<file path="config.mk">
export PLATFORM = sky130hd
export DESIGN_NAME = linear_insertion_sorter
export DESIGN_NICKNAME = d
export VERILOG_FILES = /design/src/rtl/linear_insertion_sorter.sv
export SDC_FILE = /design/constraint.sdc
export NUM_CORES = 1
export LEC_CHECK = 0
export ABC_AREA = 0
export BUFFER_PORTS_ARGS = -buffer_cell sky130_fd_sc_hd__buf_2
export CORE_MARGIN = 1
export CORE_UTILIZATION = 50
export CTS_CLUSTER_DIAMETER = 40
export DETAILED_ROUTE_END_ITERATION = 6
export PLACE_DENSITY_LB_ADDON = 0.1
export SLEW_MARGIN = 30
export SYNTH_ARGS = -nofsm -noshare
export SYNTH_HDL_FRONTEND = slang
export SYNTH_SLANG_ARGS = --single-unit
</file>
<file path="constraint.sdc">
create_clock -name clk -period 6.7 [get_ports clk]
set_input_delay 0.335 -clock clk [delete_from_list [all_inputs] [get_ports clk]]
set_output_delay 0.335 -clock clk [all_outputs]
set_load 0.005 [all_outputs]
</file>
<file path="src/rtl/linear_insertion_sorter.sv">
// Streaming insertion sorter: keys are inserted in ascending order into a
// register array one per cycle during FILL, then drained smallest-first
// through a valid/ready output during DRAIN. Equal keys keep arrival order.
module linear_insertion_sorter #(
  parameter int WIDTH = 11,
  parameter int DEPTH = 8
) (
  input  logic                       clk,
  input  logic                       rst,
  input  logic [WIDTH-1:0]           in_data,
  input  logic                       in_valid,
  input  logic                       in_last,
  output logic                       in_ready,
  output logic [WIDTH-1:0]           out_data,
  output logic                       out_valid,
  output logic                       out_last,
  input  logic                       out_ready,
  output logic [$clog2(DEPTH+1)-1:0] count
);

  localparam int CW = $clog2(DEPTH+1);

  typedef enum logic {
    FILL  = 1'b0,
    DRAIN = 1'b1
  } state_t;

  state_t           state_q, state_d;
  logic [WIDTH-1:0] entry_q [DEPTH];
  logic [WIDTH-1:0] entry_d [DEPTH];
  logic [CW-1:0]    count_q, count_d;
  logic [DEPTH-1:0] le;

  // Flag every occupied slot whose key is <= the incoming key; because the
  // array is ascending these flags form a run of ones from slot 0, and the
  // length of that run is the insert position (equal keys land after).
  always_comb begin
    le = '0;
    for (int i = 0; i < DEPTH; i++) begin
      le[i] = (CW'(i) < count_q) && (entry_q[i] <= in_data);
    end
  end

  // Next-state logic: shift-up insertion while filling, shift-down pop while draining.
  always_comb begin
    state_d = state_q;
    count_d = count_q;
    for (int i = 0; i < DEPTH; i++) begin
      entry_d[i] = entry_q[i];
    end

    case (state_q)
      FILL: begin
        if (in_valid) begin
          entry_d[0] = le[0] ? entry_q[0] : in_data;
          for (int i = 1; i < DEPTH; i++) begin
            if (le[i]) begin
              entry_d[i] = entry_q[i];
            end else if (le[i-1]) begin
              entry_d[i] = in_data;
            end else begin
              entry_d[i] = entry_q[i-1];
            end
          end
          count_d = count_q + CW'(1);
          if (in_last || (count_q == CW'(DEPTH-1))) begin
            state_d = DRAIN;
          end
        end
      end
      DRAIN: begin
        if (out_ready) begin
          for (int i = 0; i < DEPTH-1; i++) begin
            entry_d[i] = entry_q[i+1];
          end
          entry_d[DEPTH-1] = '0;
          count_d = count_q - CW'(1);
          if (count_q == CW'(1)) begin
            state_d = FILL;
          end
        end
      end
      default: begin
        state_d = FILL;
      end
    endcase
  end

  // State, count and key array registers; reset discards any partial frame.
  always_ff @(posedge clk) begin
    if (rst) begin
      state_q <= FILL;
      count_q <= '0;
      for (int i = 0; i < DEPTH; i++) begin
        entry_q[i] <= '0;
      end
    end else begin
      state_q <= state_d;
      count_q <= count_d;
      for (int i = 0; i < DEPTH; i++) begin
        entry_q[i] <= entry_d[i];
      end
    end
  end

  assign in_ready  = (state_q == FILL);
  assign out_valid = (state_q == DRAIN);
  assign out_data  = entry_q[0];
  assign out_last  = (state_q == DRAIN) && (count_q == CW'(1));
  assign count     = count_q;

endmodule

</file>
# --- After elaboration in Yosys (flattened, before gate mapping) ---
# Memories as Yosys holds them, arrays and structs flattened.
# Cells that the tools add are included.
word_totals:
  input_bits: 16
  elab_cells: 82
  reg_bits: 5
  n_memories: 1
  ram_bits: 88
  out_inout_bits: 18
memory_table:
  columns: ["name", "words", "word_bits", "read_ports", "rd_ports_with_merged_regs", "wr", "line", "rtl"]
  rows:
  - ["entry_q", 8, 11, 8, 0, 8, "29", "logic [WIDTH-1:0] entry_q [DEPTH];"]
classes:
  n_mux: 37
  n_lt_le_gt_ge: 16
  n_eq_ne: 4
  bitwise: 9
  n_reduce_logical: 11
  n_addsub: 2
ops:
  columns: ["operator", "n"]
  rows:
  - ["11-bit 2-to-1 mux", 23]
  - ["88-bit 2-to-1 mux", 2]
  - ["88-bit case mux with 2 select lines", 1]
  - ["11-bit less-or-equal comparator", 8]
  - ["3-bit by 4-bit less-than comparator with 1-bit output (first input constant)", 4]
  - ["1-bit logical AND", 9]
  - ["1-bit by 4-bit less-than comparator with 1-bit output (first input constant)", 2]
  - ["2-bit by 4-bit less-than comparator with 1-bit output (first input constant)", 2]
  - ["4-bit 2-to-1 mux", 2]
  - ["1-bit bitwise OR", 8]
  - ["4-bit case mux with 2 select lines", 1]
  - ["1-bit 2-to-1 mux", 7]
  - ["4-bit by 1-bit adder with 4-bit output (second input constant)", 1]
  - ["4-bit by 1-bit equality test with 1-bit output (second input constant)", 1]
  - ["4-bit by 3-bit equality test with 1-bit output (second input constant)", 1]
  - ["2-bit inequality test (second input constant)", 2]
  - ["4-bit by 1-bit subtractor with 4-bit output (second input constant)", 1]
  - ["1-bit case mux with 2 select lines", 1]
  - ["2-bit AND reduction", 1]
  - ["1-bit logical OR", 1]
  - ["1-bit NOT", 1]

# --- Depth between registers and ports, before layout ---
# Gate-level depths: netlist (run 1).
logic_depth:
  ltp_word: 7
  mapped_depth: 9
  ltp_nobuf: 8

# --- Worst setup path after synthesis (run 1) ---
# No wires, ideal clock.
synth_path:
  path_type: "input -> register"
  startpoint: "input in_data[2]"
  endpoint: "memory entry_q[6][9] (netlist: entry_q[0][75])"
  stages: 9
  setup_time_ns: 0.088
  arrival_ns: 2.196
  path_buffers: 1
  path_slack_ns: 4.416
  t_required_ns: 6.612
  cell_sequence: "inv_1 ha_1 a21oi_1 o21ai_1 a221o_1 or2_1 a311o_1 buf_6 o32ai_2"
synth_lines:
  columns: ["element", "line", "rtl"]
  rows:
  - ["start, declared", "10", "input logic [WIDTH-1:0] in_data,"]
  - ["end, declared", "29", null]

==> metrics.md, run 1 <==
| Metric | Value |
|---|---|
| Worst-skew pair later-pin latency | `0.36 ns` |
| DRT Pass-1 Iters | `6` |
| Largest net degree at the start of global routing | `slightly above 80` |
| Full die area | `14600 um2` |
| CP required | `6.90 ns` |
| Largest stage delay on the critical path | `0.66 ns` |
| Ys Warns | `0` |
| Main synth FF type | `dfxtp_1` |
| Die W | `121 um` |
| Setup TNS | `0 ns` |
| Slew Limit Fails | `0` |
| Total core area | `13800 um2` |
| Share of cells above drive strength 1 | `10.4%` |
| H-tree depth | `3` |
| Synth Register Bits | `93` |
| VDD IR max | `between 0.00015 and 0.0002 V` |
| Antenna violations before repair | `0` |
| Placement Cell Area | `7190 um2` |
| Pwr dens | `255 nW/um2` |
| LEAKAGE | `0.00282 uW` |
| Gp weighted congestion | `0.946` |
| Largest cells by area after synthesis | `dfxtp_1 26%, ha_1 16%, o2bb2ai_1 5.5%` |
| Skew final | `0.00926 ns` |
| Final hold viol count | `0` |
| RSZ-0062 raised after global routing | `false` |
| CTS buffer count | `9` |
| Maximum capacitance violations | `0` |
| Post-CTS sizing | `0` |
| Worst path cell trace | `inv_2 > buf_4 > nand2_1 > o21ai_0 > a311o_1 > o32ai_1` |
| Final ANT Viol Nets | `0` |
| Crit path DAT | `roughly 3.5 ns` |
| Final core occ | `a little over half` |
| Worst R2R Path Depth | `6` |
| Final setup vio count | `0` |
| CTS hold repair buffers | `0` |
| DRT iter0 DRCs | `660` |
| CTS max path bufs | `2` |
| Drc violations | `0` |
| Grt ovf | `0` |
| First-pass GRT wire length | `slightly below 40000 um` |
| HP Class | `in2reg` |
| Dpl hpwl | `between 15000 and 20000 um` |
| Cell type with the largest total area after synthesis | `dfxtp_1` |
| Nets@finish | `897` |
| CTS tree | `yes` |
| Sequential share of the synthesized area | `a little over a quarter` |
| Hold Path Depth | `4` |
| I/O Pins | `34` |
| Initial core utilization | `51.0%` |
| Ant diodes | `0` |
| Syn Inst Count | `810` |
| Clock Pin Slew Worst Setup and Hold Paths | `0.07 ns` |
| Vias | `roughly 7000` |
| Syn_area_per_cell | `8.71 um2` |
| Fmax achieved | `0.308 GHz` |
| GRT Overall Usage | `approximately 36%` |
| Synth top area share | `26.4%` |
| Area growth from synthesis to layout | `6.13%` |
| Port bufs | `33` |
| Rows | `43` |
| Run status | `complete, no violations` |
| Detailed Route WL | `25600 um` |
| Slew Limit Headroom | `35.1%` |
| CTS root buf | `clkbuf_16` |
| Post-synth ARST share | `0%` |
| Critical-path top delay cell | `buf_4` |
| Critical Path Source Type | `register` |
| Vias in the first global route | `6725` |
| Final instance area | `approximately 7500 um2` |
| # fillers | `1267` |
| Number of distinct library cells after synthesis | `60` |
| Critical path endpoint category | `register` |
| Syn_nets | `917` |
| Fin crit period | `3.25 ns` |
| Vias per Instance | `around 7` |
| Mapped cell area | `slightly above 7000 um2` |
| Max FO, Critical Path | `81` |
| Final Cycle Share | `around half` |
| Measured slew at the worst slew-check pin | `0.973 ns` |
| CTS sink count | `93` |
| Crit Path Class | `reg2reg` |
| EDFF count, synth | `0` |
| Post-CTS setup buffers | `0` |
| Height of the die | `121 um` |
| Routed WL per cell | `approximately 26 um` |
## cells by family (layout without fill, tap and decap cells)
group                      after synthesis  in the layout  share of synthesized area (%)
AOI/OAI and AO/OA                      290            290                           32.9
xor gates and xnor gates                 2              2                          0.248
adders and majority gates               91             91                           16.1
buffers and inverters                  125            110                           7.71
DFF                                     93             93                           26.4
muxes                                   11             11                           1.56
and+or+nand+nor                        198            198                           15.0
## final timing paths
kind	end	slack (ns)	from
worst max-delay path	entry_q[0][76]	3.45	out_valid
worst min-delay path	out_valid	0.34	out_ready
worst max register to register	entry_q[0][76]	3.45	out_valid
worst min register to register	entry_q[0][55]	0.50	entry_q[0][55]
## synthesized netlist by cell type, types with 12 or more instances
cell / count
buf_2: 12
a211oi_1: 22
o2bb2ai_1: 44
nor2_1: 23
buf_4: 14
dfxtp_1: 93
o211ai_1: 13
nand4_1: 13
nor3b_1: 31
o32ai_1: 15
clkbuf_1: 41
o21ai_0: 18
nor3_1: 43
a21oi_1: 37
o22ai_1: 33
inv_1: 53
nand2_1: 49
ha_1: 91
o221ai_1: 33
## worst max-delay path: cells and delay by family, from the launching register on
family                 cells  cell delay [ns]
and+or+nand+nor            1             0.56
DFF                        1             0.47
buffers and inverters      2             0.74
AOI/OAI and AO/OA          3             1.27
## through the flow
stage	power [uW]	std cells	hold WS (ns)	setup slack [ns]
6_report	1910	975	0.336	3.45
2_1_floorplan	1170	810	0.454	4.42
3_5_place_dp	1360	959	0.485	3.20
5_1_grt	2000	975	0.369	3.32
3_3_place_gp	1330	959	0.480	3.43
4_1_cts	1890	975	0.342	3.60
## per-layer routing
layer | routed length [um] | track usage (%)
met2 | 11200 | 55.1
met4 | 1230 | 19.6
met5 | 46 | 2.57
met1 | 11000 | 47.4
met3 | 2120 | 7.26
## report_power, final
group | switching, uW | leakage, uW | total [uW] | internal, uW
Combinational | 386 | 0.00192 | 631 | 245
Clock | 238 | 0.000140 | 536 | 298
Sequential | 116 | 0.000760 | 741 | 624
Total | 740 | 0.00282 | 1910 | 1170
## cell type report
cell class / instances / area, um2 / share of cell area, %
clock buffers: 10 / 239 / 3.19
clock inverters: 6 / 62.6 / 0.835
inverters: 54 / 203 / 2.71
multi-input cells: 592 / 4680 / 62.5
flip-flops and latches: 93 / 1870 / 24.9
well taps: 180 / 225 / 3.01
repair buffers: 40 / 218 / 2.91
## registers in the layout, indices dropped and copies added, names as in the netlist
register	flops
entry_q	88
count	4
out_valid	1
## cells in the final DEF (no fill, tap or decap), types with 11 or more instances in the layout
master and n:
nor3b_1 31, buf_2 33, o211ai_1 13, mux2i_1 11
o221ai_1 33, inv_1 53, nand4_1 13, dfxtp_1 92
o32ai_1 12, o2bb2ai_1 44, nor3_1 43, nand2_1 49
nor2_1 23, a22o_1 11, o21ai_0 17, ha_1 91
a311oi_1 11, a21oi_1 36, a211oi_1 22, o22ai_1 33
o32ai_2 13
Power figures use the tool's default switching activity.
==> run 2, diff against run 1 <==
clock period = 3.4 ns   (was 6.7 ns; I/O delays follow)
==> run 2 against run 1 <==
Against the previous run:
- final area grew 0.79%
- clock power grew 82%
- die area is the same
- clock skew shrank 0.0020 ns
- global-route usage shrank 1.1 points
- critical path depth grew 1
- hold slack lost 0.22 ns
- setup slack lost 2.9 ns
- critical endpoint unchanged
==> metrics.md, run 2 (synthesized netlist as in run 1, its figures left out) <==
| Metric | Value |
|---|---|
| Run status | `complete, no violations` |
| Worst r2r src | `entry_q[0][75]` |
| Delay-heaviest family, CP | `compound AO/OA/AOI/OAI gates` |
| Hold EP | `out_valid` |
| Vias per Instance | `7.12 (-0.35%)` |
| Slew Limit Fails | `0 (unchanged)` |
| Height of the die | `121 um (unchanged)` |
| Slew Limit Headroom | `32.5% (-2.7 points)` |
| Largest stage delay on the critical path | `0.71 ns (+0.05 ns)` |
| Maximum capacitance violations | `0 (unchanged)` |
| Commonest non-fill, non-tap cell in the layout | `dfxtp_1` |
| Critical-path top delay cell | `a311o_1` |
| Crit Path Class | `reg2reg` |
| Final ANT Viol Nets | `0 (unchanged)` |
| Initial core utilization | `51.0% (unchanged)` |
| Fmax achieved | `0.353 GHz (+15%)` |
| CTS tree | `yes` |
| Final Cycle Share | `83.3% (+35 points)` |
| First-pass GRT wire length | `38200 um (-2.7%)` |
| Final setup vio count | `0 (unchanged)` |
| Nets@finish | `910 (+1.4%)` |
| Port bufs | `33 (unchanged)` |
| Drc violations | `0 (unchanged)` |
| CP required | `3.61 ns (-3.29 ns)` |
| Grt ovf | `0 (unchanged)` |
| R2R Setup Slk | `0.57 ns (-2.88 ns)` |
| CTS sink count | `93 (unchanged)` |
| Crit path DAT | `3.05 ns (-0.40 ns)` |
| Buf+Inv Stages, Crit Path | `0 (-2)` |
| Worst R2R Path Depth | `7 (+1)` |
| HP Class | `in2reg` |
| Largest register FFs | `88 (unchanged)` |
| Detailed Route WL | `25100 um (-2.0%)` |
| Ant diodes | `0 (unchanged)` |
| CTS hold repair buffers | `0 (unchanged)` |
| Clock Pin Slew Worst Setup and Hold Paths | `0.07 ns (about the same)` |
| FF-to-FF End | `entry_q[0][76]` |
| Largest net degree at the start of global routing | `85 (+3.7%)` |
| CTS buffer count | `9 (unchanged)` |
| Total core area | `13800 um2 (unchanged)` |
| Measured slew at the worst slew-check pin | `1.01 ns (+0.0403 ns)` |
| Pwr dens | `488 nW/um2 (+92%)` |
| Max FO, Critical Path | `13 (-84%)` |
| Post-CTS setup buffers | `0 (unchanged)` |
| Routed WL per cell | `25.4 um (-3.1%)` |
| GRT Overall Usage | `35.0% (-1.1 points)` |
| LEAKAGE | `0.00288 uW (+2.1%)` |
| Fin crit period | `2.83 ns (-0.416 ns)` |
| CTS root buf | `clkbuf_16` |
| Rows | `43 (unchanged)` |
| Critical Path Source Type | `register` |
| Die W | `121 um (unchanged)` |
| H-tree depth | `3 (unchanged)` |
| DRT Pass-1 Iters | `5 (-1)` |
| Most frequent cells in the layout | `92 x dfxtp_1, 91 x ha_1, 53 x inv_1, 49 x nand2_1, 44 x o2bb2ai_1` |
| Critical path endpoint category | `register` |
| Dpl hpwl | `18200 um (-2.3%)` |
| Setup TNS | `0 ns (unchanged)` |
| Final hold viol count | `0 (unchanged)` |
| I/O Pins | `34 (unchanged)` |
| Skew final | `0.00724 ns (-0.00203 ns)` |
| Antenna violations before repair | `0 (unchanged)` |
| Final instance area | `7550 um2 (+0.79%)` |
| Worst-skew pair later-pin latency | `0.36 ns (about the same)` |
| Area growth from synthesis to layout | `6.97%` |
| DRT iter0 DRCs | `726 (+10%)` |
| Placement Cell Area | `7280 um2 (+1.4%)` |
| Hold Path Depth | `3 (-1)` |
| Full die area | `14600 um2 (unchanged)` |
| Gp weighted congestion | `0.915 (-3.3%)` |
| Vias | `7023 (+0.77%)` |
| Reg with most FFs | `entry_q` |
| VDD IR max | `0.000317 V (+110%)` |
| Post-CTS sizing | `0 (unchanged)` |
| Worst path cell trace | `ha_1 > nand3_1 > nor3_1 > a221o_1 > or2_1 > a311o_1 > o32ai_1` |
| CTS max path bufs | `2 (unchanged)` |
| RSZ-0062 raised after global routing | `false` |
| Hold Startpoint | `in_last` |
| Share of cells above drive strength 1 | `11.4% (+0.97 points)` |
| Vias in the first global route | `6602 (-1.8%)` |
-- run 2: tightest hold or removal path, cell delays in order --
cell	delay [ns]
buf_2	0.08
o21ai_0	0.07
a21oi_1	0.11
-- run 2: layer usage --
metal	vias to the layer above	track usage, %	wire, um	part of all wire, %
met1	3337	48.2	11000	44
met2	417	50.1	10200	40
met4	0	21.1	1460	5.8
met5	-	0	0	0
li1	3185	-	-	-
met3	84	6.79	2440	9.7
-- run 2: metrics by stage --
stage	utilization [%]	hold slack [ns]	std cells	power (uW)	setup slack [ns]
floorplan	-	0.365	810	2310	1.28
global placement	52.5	0.464	972	2640	0.231
detailed placement	52.7	0.478	972	2690	0.279
CTS	54.6	0.0973	986	3660	0.610
global route	54.6	0.164	986	3850	0.437
finish	54.6	0.112	986	3680	0.566
-- run 2: area by class of cell --
class	instances	area, um2
multi-input combinational	592	4670
timing repair buffer	53	315
inverter	54	203
sequential	93	1870
clock inverter	2	10.0
fill	1315	6280
tap	180	225
clock buffer	12	256
-- run 2: worst max-delay path by stage --
stage	startpoint	to	slack [ns]	cells past startpoint
after global routing	entry_q[0][75]	entry_q[0][76]	0.44	7
final	entry_q[0][75]	entry_q[0][76]	0.57	7
after CTS	entry_q[0][75]	entry_q[0][76]	0.61	7
after global placement	in_data[8]	entry_q[0][28]	0.23	9
after floorplan	in_data[2]	entry_q[0][75]	1.28	9
after detailed placement	in_data[10]	entry_q[0][76]	0.28	9
-- run 2: where the power goes --
group	switching (uW)	internal (uW)
Clock	449	526
Combinational	761	500
Sequential	216	1230
